`src/rtl/keypad_pkg.sv`:
```
// Shared types and constants for the keypad entry unit.
package keypad_pkg;

   localparam int unsigned KEY_W      = 4;
   localparam int unsigned ROWS       = 4;
   localparam int unsigned COLS       = 3;
   localparam int unsigned ENTRY_W    = 10;
   localparam int unsigned DIGITS_W   = 2;
   localparam int unsigned VALUE_W    = 8;
   localparam int unsigned MAX_DIGITS = 3;
   localparam int unsigned VALUE_MAX  = 255;

   localparam logic [KEY_W-1:0] KEY_STAR = 4'd10;
   localparam logic [KEY_W-1:0] KEY_HASH = 4'd11;
   localparam logic [KEY_W-1:0] KEY_NONE = 4'd15;

   typedef enum logic [1:0] {
      SCAN_NONE,
      SCAN_SINGLE,
      SCAN_MULTI
   } scan_res_e;

   typedef enum logic [1:0] {
      ST_IDLE,
      ST_DEBOUNCE,
      ST_HELD,
      ST_RELEASE
   } db_state_e;

   // Matrix position to key code: rows 0-2 are 1-9, row 3 is * 0 #.
   function automatic logic [KEY_W-1:0] key_lookup(input logic [1:0] row, input logic [1:0] col);
      logic [KEY_W-1:0] code;
      code = KEY_NONE;
      if (row != 2'd3) begin
         code = KEY_W'(row * 2'd3) + KEY_W'(col) + KEY_W'(1);
      end else begin
         case (col)
            2'd0:    code = KEY_STAR;
            2'd1:    code = KEY_W'(0);
            default: code = KEY_HASH;
         endcase
      end
      return code;
   endfunction

endpackage

```
`src/rtl/keypad_entry_unit_scanner.sv`:
```
// Column drive, row synchroniser and per-scan key detection for a 4x3 keypad.
module keypad_scanner
   import keypad_pkg::*;
#(
   parameter int unsigned SCAN_DIV = 4
) (
   input  logic               clk,
   input  logic               rst,
   input  logic               enable,
   input  logic [ROWS-1:0]    key_row,
   output logic [COLS-1:0]    key_col,
   output logic               scan_done_c,
   output scan_res_e          scan_res_c,
   output logic [KEY_W-1:0]   scan_code_c
);

   localparam int unsigned SLOT_W = $clog2(SCAN_DIV);

   logic [ROWS-1:0]   row_meta_q, row_sync_q;
   logic [SLOT_W-1:0] slot_q, slot_d;
   logic [1:0]        col_q, col_d;
   logic [COLS-1:0]   key_col_q, key_col_d;
   logic [1:0]        acc_hits_q, acc_hits_d;
   logic [KEY_W-1:0]  acc_code_q, acc_code_d;

   logic [ROWS-1:0]   pressed;
   logic [2:0]        col_hits, total_hits;
   logic [1:0]        hits_sat;
   logic [KEY_W-1:0]  col_code, code_new;
   logic              slot_end;

   always_comb begin
      pressed  = ~row_sync_q;
      col_hits = 3'd0;
      col_code = KEY_NONE;
      for (int unsigned r = 0; r < ROWS; r++) begin
         if (pressed[r]) begin
            if (col_hits == 3'd0) col_code = key_lookup(2'(r), col_q);
            col_hits = col_hits + 3'd1;
         end
      end

      // Scan accumulator saturates at 2: anything beyond one key is MULTI.
      total_hits = 3'(acc_hits_q) + col_hits;
      hits_sat   = (total_hits >= 3'd2) ? 2'd2 : total_hits[1:0];
      code_new   = (col_hits != 3'd0) ? col_code : acc_code_q;

      slot_end    = enable && (slot_q == SLOT_W'(SCAN_DIV - 1));
      scan_done_c = slot_end && (col_q == 2'd2);
      scan_code_c = code_new;
      case (hits_sat)
         2'd0:    scan_res_c = SCAN_NONE;
         2'd1:    scan_res_c = SCAN_SINGLE;
         default: scan_res_c = SCAN_MULTI;
      endcase

      slot_d     = slot_q;
      col_d      = col_q;
      acc_hits_d = acc_hits_q;
      acc_code_d = acc_code_q;
      if (!enable) begin
         slot_d     = '0;
         col_d      = 2'd0;
         acc_hits_d = 2'd0;
         acc_code_d = KEY_NONE;
      end else if (slot_end) begin
         slot_d = '0;
         col_d  = (col_q == 2'd2) ? 2'd0 : col_q + 2'd1;
         if (scan_done_c) begin
            acc_hits_d = 2'd0;
            acc_code_d = KEY_NONE;
         end else begin
            acc_hits_d = hits_sat;
            acc_code_d = code_new;
         end
      end else begin
         slot_d = slot_q + SLOT_W'(1);
      end

      key_col_d = enable ? ~(COLS'(1) << col_d) : '1;
   end

   always_ff @(posedge clk) begin
      if (!rst) begin
         row_meta_q <= '1;
         row_sync_q <= '1;
         slot_q     <= '0;
         col_q      <= 2'd0;
         key_col_q  <= '1;
         acc_hits_q <= 2'd0;
         acc_code_q <= KEY_NONE;
      end else begin
         row_meta_q <= key_row;
         row_sync_q <= row_meta_q;
         slot_q     <= slot_d;
         col_q      <= col_d;
         key_col_q  <= key_col_d;
         acc_hits_q <= acc_hits_d;
         acc_code_q <= acc_code_d;
      end
   end

   assign key_col = key_col_q;

endmodule

```
`src/rtl/keypad_entry_unit.sv`:
```
// Keypad entry: debounces scanned presses and accumulates up to three digits, committing on '#'.
module keypad_entry_unit
   import keypad_pkg::*;
#(
   parameter int unsigned SCAN_DIV     = 4,
   parameter int unsigned DEBOUNCE_CNT = 3
) (
   input  logic                  clk,
   input  logic                  rst,
   input  logic                  enable,
   input  logic [ROWS-1:0]       key_ROW,
   output logic [COLS-1:0]       key_COL,
   output logic                  key_pulse,
   output logic [KEY_W-1:0]      key_code,
   output logic [ENTRY_W-1:0]    entry_value,
   output logic [DIGITS_W-1:0]   entry_digits,
   output logic [VALUE_W-1:0]    value,
   output logic                  value_valid
);

   localparam int unsigned CNT_W = $clog2(DEBOUNCE_CNT + 1);

   logic             scan_done_c;
   scan_res_e        scan_res_c;
   logic [KEY_W-1:0] scan_code_c;

   keypad_scanner #(.SCAN_DIV(SCAN_DIV)) u_scanner (
      .clk         (clk),
      .rst         (rst),
      .enable      (enable),
      .key_row     (key_ROW),
      .key_col     (key_COL),
      .scan_done_c (scan_done_c),
      .scan_res_c  (scan_res_c),
      .scan_code_c (scan_code_c)
   );

   db_state_e            state_q, state_d;
   logic [KEY_W-1:0]     cand_q, cand_d;
   logic [CNT_W-1:0]     cnt_q, cnt_d, cnt_inc;
   logic                 key_pulse_q, key_pulse_d;
   logic [KEY_W-1:0]     key_code_q, key_code_d;
   logic [ENTRY_W-1:0]   entry_value_q, entry_value_d;
   logic [DIGITS_W-1:0]  entry_digits_q, entry_digits_d;
   logic [VALUE_W-1:0]   value_q, value_d;
   logic                 value_valid_q, value_valid_d;

   always_comb begin
      state_d     = state_q;
      cand_d      = cand_q;
      cnt_d       = cnt_q;
      cnt_inc     = cnt_q + CNT_W'(1);
      key_pulse_d = 1'b0;
      key_code_d  = key_code_q;

      // Debounce advances once per completed scan.
      if (!enable) begin
         state_d = ST_IDLE;
         cnt_d   = '0;
      end else if (scan_done_c) begin
         case (state_q)
            ST_IDLE: begin
               if (scan_res_c == SCAN_SINGLE) begin
                  state_d = ST_DEBOUNCE;
                  cand_d  = scan_code_c;
                  cnt_d   = CNT_W'(1);
               end
            end
            ST_DEBOUNCE: begin
               if (scan_res_c == SCAN_SINGLE && scan_code_c == cand_q) begin
                  cnt_d = cnt_inc;
                  if (cnt_inc == CNT_W'(DEBOUNCE_CNT)) begin
                     state_d     = ST_HELD;
                     key_pulse_d = 1'b1;
                     key_code_d  = cand_q;
                  end
               end else begin
                  state_d = ST_IDLE;
               end
            end
            ST_HELD: begin
               if (scan_res_c == SCAN_NONE) begin
                  state_d = ST_RELEASE;
                  cnt_d   = CNT_W'(1);
               end
            end
            default: begin
               if (scan_res_c != SCAN_NONE) begin
                  state_d = ST_HELD;
               end else begin
                  cnt_d = cnt_inc;
                  if (cnt_inc == CNT_W'(DEBOUNCE_CNT)) state_d = ST_IDLE;
               end
            end
         endcase
      end

      entry_value_d  = entry_value_q;
      entry_digits_d = entry_digits_q;
      value_d        = value_q;
      value_valid_d  = 1'b0;

      // Accumulator acts on the key accepted in the previous cycle.
      if (key_pulse_q && enable) begin
         if (key_code_q == KEY_STAR) begin
            entry_value_d  = '0;
            entry_digits_d = '0;
         end else if (key_code_q == KEY_HASH) begin
            if (entry_digits_q != '0) begin
               value_d        = (entry_value_q > ENTRY_W'(VALUE_MAX)) ? VALUE_W'(VALUE_MAX)
                                                                      : entry_value_q[VALUE_W-1:0];
               value_valid_d  = 1'b1;
               entry_value_d  = '0;
               entry_digits_d = '0;
            end
         end else if (entry_digits_q < DIGITS_W'(MAX_DIGITS)) begin
            entry_value_d  = ENTRY_W'(entry_value_q * ENTRY_W'(10)) + ENTRY_W'(key_code_q);
            entry_digits_d = entry_digits_q + DIGITS_W'(1);
         end
      end
   end

   always_ff @(posedge clk) begin
      if (!rst) begin
         state_q        <= ST_IDLE;
         cand_q         <= KEY_NONE;
         cnt_q          <= '0;
         key_pulse_q    <= 1'b0;
         key_code_q     <= '0;
         entry_value_q  <= '0;
         entry_digits_q <= '0;
         value_q        <= '0;
         value_valid_q  <= 1'b0;
      end else begin
         state_q        <= state_d;
         cand_q         <= cand_d;
         cnt_q          <= cnt_d;
         key_pulse_q    <= key_pulse_d;
         key_code_q     <= key_code_d;
         entry_value_q  <= entry_value_d;
         entry_digits_q <= entry_digits_d;
         value_q        <= value_d;
         value_valid_q  <= value_valid_d;
      end
   end

   assign key_pulse    = key_pulse_q;
   assign key_code     = key_code_q;
   assign entry_value  = entry_value_q;
   assign entry_digits = entry_digits_q;
   assign value        = value_q;
   assign value_valid  = value_valid_q;

endmodule

```
`config.mk`:
```
export PLATFORM = sky130hd
export DESIGN_NAME = keypad_entry_unit
export DESIGN_NICKNAME = d
export VERILOG_FILES = /design/src/rtl/keypad_pkg.sv /design/src/rtl/keypad_entry_unit_scanner.sv /design/src/rtl/keypad_entry_unit.sv
export SDC_FILE = /design/constraint.sdc
export NUM_CORES = 1
export LEC_CHECK = 0
export ABC_AREA = 0
export CORE_MARGIN = 4
export CORE_UTILIZATION = 51
export DETAILED_ROUTE_END_ITERATION = 6
export GPL_ROUTABILITY_DRIVEN = 1
export PLACE_DENSITY = 0.74
export SKIP_LAST_GASP = 1
export SLEW_MARGIN = 25
export SYNTH_ARGS = -nofsm -noshare
export SYNTH_HDL_FRONTEND = slang
export SYNTH_SLANG_ARGS = --single-unit
```
`constraint.sdc`:
```
create_clock -name clk -period 4.05 [get_ports clk]
set_clock_uncertainty 0.2 [all_clocks]
set_input_delay 0.6075 -clock clk [delete_from_list [all_inputs] [get_ports clk]]
set_output_delay 0.6075 -clock clk [all_outputs]
set_load 0.005 [all_outputs]
```
Yosys cells after proc, flatten, opt, wreduce, memory -nomap -nowiden:

Cells that the tools add are included.

* $add $sub $neg: 14
* $mul: 1
* order comparisons: 3
* equality and inequality tests: 17
* shift-type cells: 1
* multiplexer cells: 42
* bitwise operators: 7
* reductions and logical operators: 26

Operator list (number)
* 2-to-1 mux 10 bit: 4
* 2-to-1 mux 2 bit: 18
* 2-to-1 mux 4 bit: 9
* AND reduction 5 bit: 4
* case mux 2 bit (3 select lines): 2
* adder 10 x 4 -> 10 bit: 1
* > comparator 10 x 8 -> 1 bit, second input constant: 1
* multiplier 10 x 3 -> 9 bit, second input constant: 1
* logical NOT 3 bit: 3
* 2-to-1 mux 3 bit: 3
* adder 2 x 1 -> 2 bit, second input constant: 4
* adder 4 x 1 -> 4 bit, second input constant: 2
* == test 2 x 1 -> 1 bit, second input constant: 4
* == test 2 bit, second input constant: 4
* == test 4 bit, second input constant: 2
* logical NOT 2 bit: 4
* 2-to-1 mux 8 bit: 1
* case mux 4 bit (2 select lines): 1
* AND reduction 4 bit: 2
* adder 3 x 1 -> 3 bit, second input constant: 2
* inequality test 2 bit, second input constant: 3
* nonzero test 3 bit: 2
* NOT 1 bit: 5
* nonzero test 5 bit: 1
* other kinds (22): 28

* register bits: 55
* input bits: 7
* output and inout port bits: 29
* word-level logic and storage cells: 127

Longest topological paths before layout:

* word-level depth: 17
* gate-level depth with buffers: 16
* depth with buffers taken out: 16

Modules after synthesis:

From an unflattened synthesis, not the netlist that was laid out.

* cell total of the unflattened synthesis: 340
* area, all modules: 3194.3 um^2

By module, submodules not included
* keypad_entry_unit: instances 1, cells an instance 216, area each 1984.4 um^2, sequential area each 680.7 um^2
* keypad_scanner: instances 1, cells an instance 124, area each 1209.9 um^2, sequential area each 420.4 um^2

Worst setup path after synthesis:

OpenSTA, ideal clock, no wires.

* path kind: register -> register
* from: register u_scanner.row_sync_q[0]
* to: register state_q[0]
* library setup time: 71 ps
* data arrival time: 3628 ps
* data required time: 3779 ps
* slack: 151 ps
* cell stages (with the launch flop): 16
* path buffers: 0
* clock period less this slack: 3899 ps
* cells stage by stage: dfxtp_1 > inv_1 > ha_1 > xnor2_1 > inv_1 > ha_1 > nor2_1 > a31oi_1 > fa_1 > xnor3_1 > and2b_1 > a21boi_0 > o32a_1 > a21o_1 > or4_1 > a21oi_1

* cells in the longest elaborated chain, start to end: 17
* elaborated cells on any way between the ends: 39
* those cells by class: add/sub: 4; order compare: 1; eq/ne: 6; mux: 17; bitwise: 1; reduce/logical: 10

Ends and longest elaborated chain
* start: declaration: line keypad_entry_unit_scanner.sv:19 `logic [ROWS-1:0] row_meta_q, row_sync_q;`
* start signal: assignment: line keypad_entry_unit_scanner.sv:94 `row_sync_q <= row_meta_q;`
* NOT 4 bit (*): line keypad_entry_unit_scanner.sv:33 `pressed = ~row_sync_q;`
* 2-to-1 mux 1 bit: line keypad_entry_unit_scanner.sv:37 `if (pressed[r]) begin`
* adder 1 x 1 -> 2 bit: line keypad_entry_unit_scanner.sv:39 `col_hits = col_hits + 3'd1;`
* 2-to-1 mux 3 bit: line keypad_entry_unit_scanner.sv:37
* adder 3 x 1 -> 3 bit: line keypad_entry_unit_scanner.sv:39
* 2-to-1 mux 3 bit: line keypad_entry_unit_scanner.sv:37
* adder 3 x 1 -> 3 bit: line keypad_entry_unit_scanner.sv:39
* 2-to-1 mux 3 bit: line keypad_entry_unit_scanner.sv:37
* adder 2 x 3 -> 3 bit: line keypad_entry_unit_scanner.sv:44 `total_hits = 3'(acc_hits_q) + col_hits;`
* greater-or-equal comparator 3 x 2 -> 1 bit: line keypad_entry_unit_scanner.sv:45 `hits_sat = (total_hits >= 3'd2) ? 2'd2 : total_hits[1:0];`
* 2-to-1 mux 2 bit: line keypad_entry_unit_scanner.sv:45
* == test 2 x 1 -> 1 bit / logical NOT 2 bit (equally long branches): line keypad_entry_unit_scanner.sv:51 `case (hits_sat)`
* case mux 2 bit (2 select lines): line keypad_entry_unit_scanner.sv:51
* == test 2 x 1 -> 1 bit: line keypad_entry_unit.sv:63, keypad_entry_unit.sv:70
* logical AND 1 bit: line keypad_entry_unit.sv:70 `if (scan_res_c == SCAN_SINGLE && scan_code_c == cand_q) begin`
* inequality test 3 bit (no line) / 2-to-1 mux 2 bit (equally long branches)
* AND reduction 5 bit (no line) / case mux 2 bit (3 select lines) (equally long branches)
* end signal: assignment: line keypad_entry_unit.sv:135 `state_q <= state_d;`
* end: declaration: line keypad_entry_unit.sv:38 `db_state_e state_q, state_d;`

Mark *: on every way between the ends. The rest lies on a longest branch, timed or not.
A chain may end at the register's enable or synchronous reset.

Worst setup path after layout:

Ends and elaborated chain as after synthesis.

==> results <==
- The flow ran to the end, and the final reports show no timing, DRC or antenna violations.
- The wire length of the first global-routing pass is 11.90 mm.
- Setup repair after global routing left no endpoint under its margin.
- The reg2reg setup slack is 0.19 ns.
- After synthesis, the cell types taking the most area are sky130_fd_sc_hd__dfxtp_1 32%, sky130_fd_sc_hd__ha_1 13%, sky130_fd_sc_hd__nand2_1 4.8%, sky130_fd_sc_hd__nor2b_1 3.1%, sky130_fd_sc_hd__mux2i_1 3.0%.
- The die is 89.53 um wide.
- The critical path arrival is 3.90 ns.
- The class of the worst hold path is reg2reg.
- The maximum net fanout on the critical path is 6.
- The proportion of register bits with asynchronous set or reset after synthesis is 0%.
- The number of instances in the placed design is 480.
- After routing the design area is 0.003933 mm2.
- Counting I/O delays and the setup requirement, the final critical path takes 3.861 ns.
- The wire length reported by the detailed router is 6.957 mm.
- The kind of cell with the highest combined delay on the critical path is simple AND/OR/NAND/NOR gates.
- The maximum operating frequency is 0.2590 GHz.
- Measured against its own limit, the worst slew margin works out to 47.80%.
- The number of synthesized register bits is 55.
- 0 antenna diodes ended up in the layout.
- From synthesis to final layout, the design area changed by 16.02%.
- For the pin with the worst max-slew slack, the measured transition is 0.7814 ns.
- The DRC violation total after the first TritonRoute iteration is 148.
- Setup violations remaining at the end of the flow were counted as 0.
- CTS saw 55 sinks.
- The H-tree depth is 2.
- Once the floorplan was initialized, standard cells occupied 53.08% of the core.
- STA classifies the critical path startpoint as a flip-flop.
- Summing every instance area after synthesis gives 0.003390 mm2.
- The cell with the biggest individual delay on the critical path is sky130_fd_sc_hd__or4_1.
- The die covers 0.008015 mm2.
- The tree is rooted in a sky130_fd_sc_hd__clkbuf_8.
- In this run the cell area measured after placement is 0.003819 mm2.
- The net count after synthesis is 421.
- The post-detailed-placement half-perimeter wirelength is 5.255 mm.
- The buffer and inverter count on the worst path is 1.
- The final setup TNS is 0 ns.
- The critical path class is reg2reg.
- Summed over all cells, the static leakage comes to 1.773 nW.
- The required time at the worst-slack endpoint is 4.08 ns.
- The cell row count is 29.
- The total overflow left after global routing is 0.
- The capturing element type of the critical path is a flip-flop.
- Of the post-synthesis cell area, the dominant cell type holds 32.48%.
- The max capacitance violation total is 0.
- After detailed routing, the number of remaining DRC violations is 0.
- The placeable core region is 0.006386 mm2.
- The count of input and output buffers is 35.
- The final count of hold timing violations came to 0.
- The fraction of the core area covered by cells at the end of the flow is 61.58%.
- Once detail routing completed, the nets flagged for antenna violations numbered 0.
- 36 I/O pins were placed.
- The clock tree buffer depth is 2.
- The total power density per cell area is 238.2 mW/mm2.
- Sequential cells were found to cover 32.48% of the synthesized design area.
- In the final routed layout, each cell accounts on average for 14.26 um.
- The warning count from the yosys run is 0.
- The clock reaches the later pin of the worst-skew pair after 0.30 ns.
- The worst IR drop on VDD is 0.1804 mV.
- Across every metal layer, demand over resource in global routing totals 18.63%.
- The per-instance average area after synthesis is 8.991 um2.
- The die is 89.53 um tall.
- The max-slew violation total from the final report is 0.
- Among all flip-flop cells after synthesis, the most frequent one is sky130_fd_sc_hd__dfxtp_1.
- The net count of the finished layout is 454.
- The count of cell types in the netlist is 62.
- Clock-pin slew was measured on the worst setup and hold paths at 0.10 ns.
- The share of final-layout standard cells stronger than drive strength 1 is 7.786%.
- The number of global-route vias before repair came to 2558.
- Entering global routing, the biggest net connects 32 pins.
- The final route contains 2687 vias.
- The first-pass iteration count of the detailed router is 5.
- After layout, the worst path uses 95.33% of the clock period.
- Overall power consumption after layout is estimated at 936.9 uW.
- For this run, the slowest stage of the critical path takes 0.46 ns.
- Traced cell by cell, the critical path runs through ha_2, or2_2, nand2_1, inv_1, ha_1, nor2_1, a31oi_1, fa_1, xnor3_1, and2b_2, a21boi_0, o32a_1, a21o_1, or4_1, a21oi_1.
- The count of placed standard cells in the final layout, fillers left out is 488.
- The via density per instance is 5.506.
- Among all cell types in the netlist, the one instantiated most often is sky130_fd_sc_hd__dfxtp_1.
- Counting the buffers created by CTS gives 5.
- The weighted congestion at the end of routability-driven global placement is 0.8699.
- The initial antenna violation count is 0.
- Yosys mapped a number of flops with a built-in enable equal to 0.
- By count the netlist is led by 55 x sky130_fd_sc_hd__dfxtp_1, 43 x sky130_fd_sc_hd__nand2_1, 34 x sky130_fd_sc_hd__ha_1.
- The biggest area contributor in the post-synthesis netlist is sky130_fd_sc_hd__dfxtp_1.
- The cell count after synthesis came out at 377.
- The clock tree from TritonCTS is yes.
## registers in the layout, indices dropped and copies added (netlist names), 3 cells and up
| register | count |
|---|---|
| cand_q | 4 |
| entry_value | 10 |
| key_code | 4 |
| u_scanner.acc_code_q | 4 |
| u_scanner.key_col | 3 |
| u_scanner.row_meta_q | 4 |
| u_scanner.row_sync_q | 4 |
| value | 8 |
## layer usage
layer	part of all wire (%)	up-vias	track usage [%]
met5	0	-	0
met1	52	1249	28.39
met2	43	48	27.66
met4	1.1	0	3.112
met3	3.9	7	3.410
li1	-	1383	-
## worst paths after layout
path | endpoint | start | cells past startpoint
max | state_q[0] | u_scanner.row_sync_q[0] | 15
min | u_scanner.row_sync_q[0] | u_scanner.row_meta_q[0] | 1
max reg2reg | state_q[0] | u_scanner.row_sync_q[0] | 15
min reg2reg | u_scanner.row_sync_q[0] | u_scanner.row_meta_q[0] | 1
## cell usage in the layout (no fill, tap or decap), types with 8 or more instances in the layout
| master | count |
|---|---|
| sky130_fd_sc_hd__ha_1 | 32 |
| sky130_fd_sc_hd__xor2_1 | 10 |
| sky130_fd_sc_hd__mux2i_1 | 10 |
| sky130_fd_sc_hd__a21boi_0 | 9 |
| sky130_fd_sc_hd__o211a_1 | 9 |
| sky130_fd_sc_hd__nand2_1 | 43 |
| sky130_fd_sc_hd__nand2b_1 | 15 |
| sky130_fd_sc_hd__nand3_1 | 10 |
| sky130_fd_sc_hd__a21oi_1 | 8 |
| sky130_fd_sc_hd__dfxtp_1 | 53 |
| sky130_fd_sc_hd__nor2_1 | 16 |
| sky130_fd_sc_hd__nor2b_1 | 17 |
| sky130_fd_sc_hd__inv_1 | 21 |
| sky130_fd_sc_hd__clkdlybuf4s50_1 | 35 |
| sky130_fd_sc_hd__nor3_1 | 15 |
## kinds of logic (layout without fill, tap and decap cells)
kind of cell               Yosys count  after routing  synth area share, %
muxes                               12             12                3.950
buffers and inverters               35             69                4.134
AOI/OAI and AO/OA                   70             70                15.65
xor gates and xnor gates            19             19                5.721
DFF                                 55             55                32.48
adders and majority gates           37             37                14.32
and+or+nand+nor                    149            149                23.74
## power by group
group          internal [mW]  total (mW)  leakage (nW)  switching, mW
clock                  0.122       0.300        0.0412          0.179
sequential             0.545       0.550         0.445        0.00437
combinational         0.0429      0.0869          1.29         0.0440
## through the flow
step	worst slack (ns)	hold WS (ns)
after global routing	0.02585	0.2409
after detailed placement	0.09495	0.1961
after CTS	0.03930	0.2206
after floorplan	0.1512	0.1863
final	0.1890	0.2135
after global placement	0.1568	0.1892
## what timing repair did
action | in CTS | in global routing
buffers inserted | 0 | 0
gates resized for setup | 0 | 7
hold buffers | 0 | 0
endpoints found under the setup margin | 0 | 5
## layout make-up
cell class | instances | area (um2)
multi-input combinational | 287 | 2178
tap | 77 | 96.34
fill | 572 | 2454
inverter | 21 | 78.83
timing repair buffer | 40 | 387.9
clock buffer | 6 | 72.57
sequential | 55 | 1106
clock inverter | 2 | 12.51
Power figures use the tool's default switching activity.
